$ cat config.mk
export PLATFORM = sky130hd
export DESIGN_NAME = ft2232h_rx
export DESIGN_NICKNAME = d
export VERILOG_FILES = /design/src/rtl/ft2232h_rx.sv
export SDC_FILE = /design/constraint.sdc
export NUM_CORES = 1
export LEC_CHECK = 0
export CORE_MARGIN = 1
export CORE_UTILIZATION = 59
export DETAILED_ROUTE_END_ITERATION = 16
export PLACE_DENSITY = 0.85
export REMOVE_ABC_BUFFERS = 1
export SYNTH_ARGS = -nofsm -noshare
export SYNTH_HDL_FRONTEND = slang
export SYNTH_SLANG_ARGS = --single-unit
$ cat constraint.sdc
create_clock -name clk -period 3.3 [get_ports clk]
set_input_delay 0.33 -clock clk [delete_from_list [all_inputs] [get_ports clk]]
set_output_delay 0.33 -clock clk [all_outputs]
set_load 0.05 [all_outputs]
$ cat src/rtl/ft2232h_rx.sv
// ft2232h_rx
//   Receive side of the FT2232H 245 synchronous FIFO interface. Runs on the FT2232H CLKOUT.
//   Watches RXF#, drives OE# and then RD#, and captures host bytes into a show-ahead FIFO.
//   Downstream logic drains the FIFO with a valid/ready handshake.
//
// Ports
//   clk         FT2232H CLKOUT, the only clock
//   reset       synchronous, active-high reset
//   rxf         RXF#, active low: FT2232H has data for us
//   data_in     ADBUS read data
//   oe          OE#, active low, registered
//   rd          RD#, active low, registered
//   data_out    head of the FIFO (0 while empty)
//   data_valid  FIFO not empty
//   data_ready  downstream accepts data_out when data_valid is also high
//   rx_count    bytes captured since reset, wraps
//   overflow    sticky: a captured byte was dropped because the FIFO was full
module ft2232h_rx #(
   parameter int unsigned DEPTH    = 16,
   parameter int unsigned HEADROOM = 4,
   parameter int unsigned CNT_W    = 16
) (
   input  logic             clk,
   input  logic             reset,
   input  logic             rxf,
   input  logic [7:0]       data_in,
   output logic             oe,
   output logic             rd,
   output logic [7:0]       data_out,
   output logic             data_valid,
   input  logic             data_ready,
   output logic [CNT_W-1:0] rx_count,
   output logic             overflow
);

   localparam int unsigned AW = $clog2(DEPTH);
   localparam logic [AW:0] DEPTH_C = (AW+1)'(DEPTH);
   localparam logic [AW:0] HEAD_C  = (AW+1)'(HEADROOM);

   typedef enum logic [1:0] {StIdle, StOeWait, StRead} state_t;

   state_t        state;
   logic [7:0]    mem [DEPTH];
   logic [AW-1:0] wr_ptr;
   logic [AW-1:0] rd_ptr;
   logic [AW:0]   count;
   logic [AW:0]   free;
   logic          capture;
   logic          pop;
   logic          full;
   logic          push_ok;

   // free is based on the occupancy before this edge's push/pop
   assign free       = DEPTH_C - count;
   assign full       = (count == DEPTH_C);
   assign data_valid = (count != '0);
   assign pop        = data_valid && data_ready;
   // A byte moves on every edge where our registered RD# and the sampled RXF# are both low,
   // regardless of FSM state; this covers the edge that releases RD#.
   assign capture    = !rd && !rxf;
   // A push into a full FIFO survives only if the head leaves on the same edge
   assign push_ok    = capture && (!full || pop);
   assign data_out   = data_valid ? mem[rd_ptr] : 8'h00;

   // Bus-control FSM; oe and rd are registered outputs.
   always_ff @(posedge clk) begin
      if (reset) begin
         state <= StIdle;
         oe    <= 1'b1;
         rd    <= 1'b1;
      end else begin
         case (state)
            StIdle: begin
               rd <= 1'b1;
               if (!rxf && free >= HEAD_C) begin
                  oe    <= 1'b0;
                  state <= StOeWait;
               end else begin
                  oe <= 1'b1;
               end
            end
            // One cycle of OE# low lets the FT2232H take the bus before RD# falls
            StOeWait: begin
               if (rxf) begin
                  oe    <= 1'b1;
                  state <= StIdle;
               end else begin
                  rd    <= 1'b0;
                  state <= StRead;
               end
            end
            // Back off early so bytes still in flight fit in the remaining headroom
            StRead: begin
               if (rxf || free < HEAD_C) begin
                  rd    <= 1'b1;
                  oe    <= 1'b1;
                  state <= StIdle;
               end
            end
            default: begin
               oe    <= 1'b1;
               rd    <= 1'b1;
               state <= StIdle;
            end
         endcase
      end
   end

   // FIFO storage, no reset needed: contents are masked by count
   always_ff @(posedge clk) begin
      if (!reset && push_ok) begin
         mem[wr_ptr] <= data_in;
      end
   end

   // FIFO pointers, occupancy and status
   always_ff @(posedge clk) begin
      if (reset) begin
         wr_ptr   <= '0;
         rd_ptr   <= '0;
         count    <= '0;
         rx_count <= '0;
         overflow <= 1'b0;
      end else begin
         if (capture) begin
            rx_count <= rx_count + CNT_W'(1);
         end
         if (capture && !push_ok) begin
            overflow <= 1'b1;
         end
         if (push_ok) begin
            wr_ptr <= wr_ptr + AW'(1);
         end
         if (pop) begin
            rd_ptr <= rd_ptr + AW'(1);
         end
         case ({push_ok, pop})
            2'b10:   count <= count + (AW+1)'(1);
            2'b01:   count <= count - (AW+1)'(1);
            default: count <= count;
         endcase
      end
   end

endmodule

Word-level counts from Yosys, hierarchy flattened

Memory sizes are Yosys's and may differ from the RTL's. A register that Yosys moved wholly into a read port is not among the register bits.
Cells that the tools add are included.

$add $sub $neg: 6
Magnitude comparators: 2
Equal/unequal tests: 9
Muxes and demuxes: 16
Reductions and logical operators: 19

Operators by type and width:

| kind                  | number |
|---|---|
| $add 16x1->16 const B | 1 |
| $pmux 5 s2            | 1 |
| $add 4x1->4 const B   | 2 |
| $mux 4                | 2 |
| $mux 8                | 1 |
| $ne 2x2->1 const B    | 4 |
| $logic_and 1x1->1     | 6 |
| $mux 1                | 6 |
| $mux 2                | 3 |
| $pmux 2 s3            | 1 |
| $reduce_and 2->1      | 3 |
| $add 5x1->5 const B   | 1 |
| $eq 5x5->1 const B    | 1 |
| $ge 5x3->1 const B    | 1 |
| $logic_not 1->1       | 5 |
| $lt 5x3->1 const B    | 1 |
| $reduce_bool 5->1     | 1 |
| $sub 5x1->5 const B   | 1 |
| $sub 5x5->5 const A   | 1 |
| $eq 2x1->1 const B    | 2 |
| $eq 2x2->1 const B    | 2 |
| $pmux 1 s3            | 1 |
| $logic_not 2->1       | 1 |
| $logic_or 1x1->1      | 2 |
| other kinds (2)       | 2 |

Register bits after elaboration: 34
RAM bits: 128
Bits of input ports: 12
Output and inout bits: 28
Logic and storage cells: 61
Memories kept: 1

Memories:

| memory | depth | bits a word | read ports | clocked after Yosys merged registers in | write ports | line | RTL |
|---|---|---|---|---|---|---|---|
| mem    | 16    | 8           | 1          | 1                                       | 1           | 43   | `logic [7:0] mem [DEPTH];` |

Longest topological paths before layout

Depth in word-level cells: 7
Gate-level depth with buffers: 11
Depth with buffers taken out: 10

Worst setup path after synthesis

Ideal clock, no wire load.

Kind: register to register
From: register count[0]
To: register count[4]
Setup time: 0.121 ns
Arrival time: 2.730 ns
Data required time: 3.179 ns
Setup slack: 0.450 ns
Stages on the path, launching flop included: 12
Buffers on the path: 1
Period minus slack after synthesis: 2.850 ns
Cells stage by stage: dfxtp_1 > nor4_1 > ha_1 > nor2b_1 > buf_2 > nand2_1 > inv_2 > fa_1 > a21o_1 > a21oi_1 > mux2i_1 > mux2_2

Word-level cells in the longest chain between the ends: 6
Elaborated cells between the ends (all ways): 12
Classes of those cells: add/sub: 2; eq/ne: 3; mux: 1; reduce/logical: 6

Ends and longest elaborated chain:

| item                                                 | line   | RTL |
|---|---|---|
| from (decl)                                          | 46     | `logic [AW:0] count;` |
| from (signal assigned)                               | 138    | `2'b10: count <= count + (AW+1)'(1);` |
| from (signal assigned)                               | 139    | `2'b01: count <= count - (AW+1)'(1);` |
| from (signal assigned)                               | 140    | `default: count <= count;` |
| $eq 5x5->1 or $reduce_bool 5->1 (tied branches)      | 55, 56 |  |
| $logic_not 1->1 or $logic_and 1x1->1 (tied branches) | 62, 57 |  |
| $logic_or 1x1->1                                     | 62     | `assign push_ok = capture && (!full \|\| pop);` |
| $logic_and 1x1->1                                    | 62     |  |
| $eq 2x1->1 or $eq 2x2->1 (tied branches)             | 137    | `case ({push_ok, pop})` |
| $pmux 5 s2 or $reduce_bool 2->1 (tied branches)      | n/a    |  |

Several ways; a longest one is shown, not always the timed one.
A chain may end at the register's enable or synchronous reset.

Worst setup path after layout

From: register count[0]
To: output data_out[6]

Word-level cells in the longest chain between the ends: 2

Ends and longest elaborated chain:

| item              | line | RTL |
|---|---|---|
| $reduce_bool 5->1 | 56   | `assign data_valid = (count != '0);` |
| $mux 8            | 63   | `assign data_out = data_valid ? mem[rd_ptr] : 8'h00;` |
| to (decl)         | 29   | `output logic [7:0] data_out,` |

Every way passes these cells.

==> key figures <==
Pwr
  • Power density cells: 698 nW/um2
  • P_leak: 2.75 nW
  • Worst IR Drop VDD: 0.000592 V

Clock tree
  • CTS Buf Count: 17
  • Number of levels in the clock H-tree: 4
  • CTS-repair resized insts: 3
  • Source-to-sink clock delay at the later pin of the worst-skew pair: 420 ps
  • Number of setup buffers added after CTS: 0
  • CTS Sinks: 166
  • Reg clk slew, reported paths: 70 ps
  • Maximum count of clock buffers along a single path: 2
  • Number of buffers inserted by hold repair at cts: 0
  • Clock tree from TritonCTS: yes
  • Library cell used as clock root buffer: sky130_fd_sc_hd__clkbuf_16

Yosys
  • Mean instance size in the synthesized netlist: 15.1 um2
  • Synthesis warning total: 0
  • Leading register cell type out of synthesis: sky130_fd_sc_hd__edfxtp_1
  • Library cells used by synthesis: 53
  • Cell count after synthesis: 449
  • Sequential area share after synthesis: 0.679
  • Number of flip-flops and latches in the synthesized netlist: 166
  • Post-synth ARST share: 0
  • Synthesized cell area: 6780 um2
  • Post-synth EDFFs: 128

Finish
  • Most common cell after layout, fill and taps aside: sky130_fd_sc_hd__edfxtp_1
  • Number of non-filler instances in the completed layout: 663
  • Total Nets Final: 534
  • Area delta synth->final: 18.2%
  • Layout cell share with drive strength beyond 1: 0.155
  • # diodes: 0
  • Most frequent cells in the layout: 128 x sky130_fd_sc_hd__edfxtp_1, 45 x sky130_fd_sc_hd__nor2_1, 39 x sky130_fd_sc_hd__mux2i_1

Place
  • Pre-CTS setup slack: 226 ps
  • Total of buffers placed on input and output ports: 39
  • Routability congestion estimate: 0.825
  • Half-perimeter wire length of the detailed placement result: 8.49 mm
  • Cell count after placement: 631

Drt
  • Detailed Routing Iterations Pass 1: 5
  • Total vias in the final route: 4035
  • Routed wire length: 13.5 mm
  • Number of routed nets with antenna violations: 0
  • DRC violation count after routing: 0
  • Via density per instance: 6.09
  • Number of violations reported at the end of detailed-routing iteration 0: 221
  • Routed length per instance: 20.3 um

Floorplan
  • Initial cell density of the core: 0.614
  • Count of pins on the block boundary: 40
  • Vertical extent of the die: 109 um
  • Die outline width: 109 um
  • Core Area: 11000 um2
  • Floorplan die area: 11900 um2
  • Row count: 38

Global routing
  • GRT overflow: 0
  • All-Layer GR Usage: 0.242
  • Largest net degree at the start of global routing: 38
  • Wire length of the first global-routing pass: 20.6 mm
  • Initial antenna violation count: 0
  • Vias in the first global route: 4001

Timing
  • Post-route fraction of the period consumed by the critical path: 0.962
  • Hold Worst Slack: 487 ps
  • Final max-slew violation count: 0
  • Setup-failing EPs final: 0
  • Worst slew margin relative to its limit: 0.329
  • Measured slew at the worst slew-check pin: 1000 ps
  • Setup WS post-layout: 125 ps
  • Largest clock skew in the final design: 15.6 ps
  • Final number of hold-violating endpoints: 0
  • Setup repair after global routing missed its margin: no
  • Achievable clock frequency: 315 MHz
  • Min Clock Period, post-route: 3170 ps

Critical path
  • Data arrival time of the critical path: 2840 ps
  • Worst path buffer plus inverter count: 1
  • Data required time of the worst path: 2970 ps
  • CP Max Fanout: 8
  • Cell with the largest stage delay on the worst path: sky130_fd_sc_hd__clkdlybuf4s50_1
  • Register-to-Register Path Depth: 10
  • Category of the worst setup path launch point: flop
  • Crit. End Element: output pin
  • Max incr delay on CP: 730 ps
  • Cell family contributing the most delay on the critical path: simple AND/OR/NAND/NOR gates
  • Sequence of cells on the critical path: nor4_1, ha_1, nand2b_1, o22ai_1, clkdlybuf4s50_1
  • Total number of cells along the worst setup path: 5
  • Critical path type: flop to output pin

Job
  • Max cap viols: 0

Status
  • Result of the run: finished, final reports clean

Min path
  • Class of the worst hold path: flop to flop
  • Hold depth: 2
==> cell usage after synthesis (2+ instances only) <==
cell type	n	area [um2]
sky130_fd_sc_hd__a21oi_1	11	55.1
sky130_fd_sc_hd__nor2_1	45	169
sky130_fd_sc_hd__nand4_1	7	43.8
sky130_fd_sc_hd__mux2_2	2	22.5
sky130_fd_sc_hd__xor2_1	11	96.3
sky130_fd_sc_hd__and4_1	3	26.3
sky130_fd_sc_hd__nand3_1	6	30.0
sky130_fd_sc_hd__nand2_1	23	86.3
sky130_fd_sc_hd__clkbuf_1	3	11.3
sky130_fd_sc_hd__nor2b_1	5	31.3
sky130_fd_sc_hd__ha_1	11	138
sky130_fd_sc_hd__a221oi_1	2	17.5
sky130_fd_sc_hd__edfxtp_1	128	3840
sky130_fd_sc_hd__a22oi_1	12	90.1
sky130_fd_sc_hd__o22ai_1	5	31.3
sky130_fd_sc_hd__xnor2_1	8	70.1
sky130_fd_sc_hd__mux4_2	17	383
sky130_fd_sc_hd__a21o_1	3	22.5
sky130_fd_sc_hd__and3_1	2	12.5
sky130_fd_sc_hd__mux2i_1	39	390
sky130_fd_sc_hd__a211oi_1	2	15.0
sky130_fd_sc_hd__buf_2	5	25.0
sky130_fd_sc_hd__dfxtp_1	38	761
sky130_fd_sc_hd__buf_4	3	22.5
sky130_fd_sc_hd__buf_1	5	18.8
sky130_fd_sc_hd__nor3_1	6	30.0
sky130_fd_sc_hd__inv_1	6	22.5
sky130_fd_sc_hd__o21ai_0	9	45.0
sky130_fd_sc_hd__o211ai_1	2	15.0
sky130_fd_sc_hd__nor3b_1	2	15.0
sky130_fd_sc_hd__nand2b_1	3	18.8
sky130_fd_sc_hd__or3_1	4	25.0
==> state kept, by name, indices dropped and copies added (netlist names), named ones only <==
signal	flops
mem	128
oe	1
wr_ptr	4
rd	1
rd_ptr	4
state	2
count	5
rx_count	16
overflow	1
==> cell families (layout without fill, tap and decap cells) <==
| kind of cell | Yosys count | in the layout | synth area share |
|---|---|---|---|
| flops | 166 | 166 | 0.679 |
| simple gates | 116 | 116 | 0.0860 |
| mux | 59 | 59 | 0.119 |
| compound gates | 53 | 53 | 0.0508 |
| buf+inv | 24 | 98 | 0.0170 |
| xor+xnor | 19 | 19 | 0.0246 |
| fa+ha+maj | 12 | 12 | 0.0233 |
==> layout make-up <==
class | instances | area [um2]
flip-flops and latches | 166 | 4610
clock inverters | 15 | 166
fillers | 693 | 3020
well taps | 140 | 175
clock buffers | 17 | 425
multi-input cells | 259 | 2060
repair buffers | 59 | 554
inverters | 7 | 26.3
==> where the power goes <==
group          internal, W  leakage [nW]  switching (W)
Clock              0.00113         0.287       0.000836
Sequential         0.00230          1.46      0.0000794
Combinational     0.000478          1.00       0.000763
Total              0.00391          2.75        0.00168
==> worst reg2reg max path, delay by kind of cell (launching register included) <==
kind,cells,cell delay [ps]
multiplexers,2,550
AND/OR/NAND/NOR,3,820
flip-flops,1,370
AO/OA/AOI/OAI,2,360
buffers and inverters,1,120
adder cells (fa/ha/maj),2,730
==> per-stage QoR <==
| stage | power, W | setup TNS (ps) | cell area, um2 | utilization |
|---|---|---|---|---|
| after global routing | 0.00578 | 0 | 8010 | 0.726 |
| after detailed placement | 0.00367 | 0 | 7420 | 0.673 |
| final | 0.00559 | 0 | 8010 | 0.726 |
| after floorplan | 0.00329 | -2130 | 6690 | - |
| after CTS | 0.00561 | 0 | 8010 | 0.726 |
| after global placement | 0.00363 | 0 | 7420 | 0.673 |
==> per-layer routing <==
metal | wire length (um) | global-route usage | up-vias
li1 | - | - | 1839
met1 | 5370 | 0.300 | 2003
met2 | 6960 | 0.412 | 175
met3 | 936 | 0.0598 | 18
met4 | 183 | 0.0876 | 0
met5 | 0 | 0 | -
==> worst paths after layout <==
kind                            slack (ps)         start      endpoint
worst min register to register         490  rx_count[15]  rx_count[15]
worst min-delay path                   490  rx_count[15]  rx_count[15]
worst max register to register         230      count[0]      count[4]
worst max-delay path                   130      count[0]   data_out[6]
(Power assumes the default switching activity.)
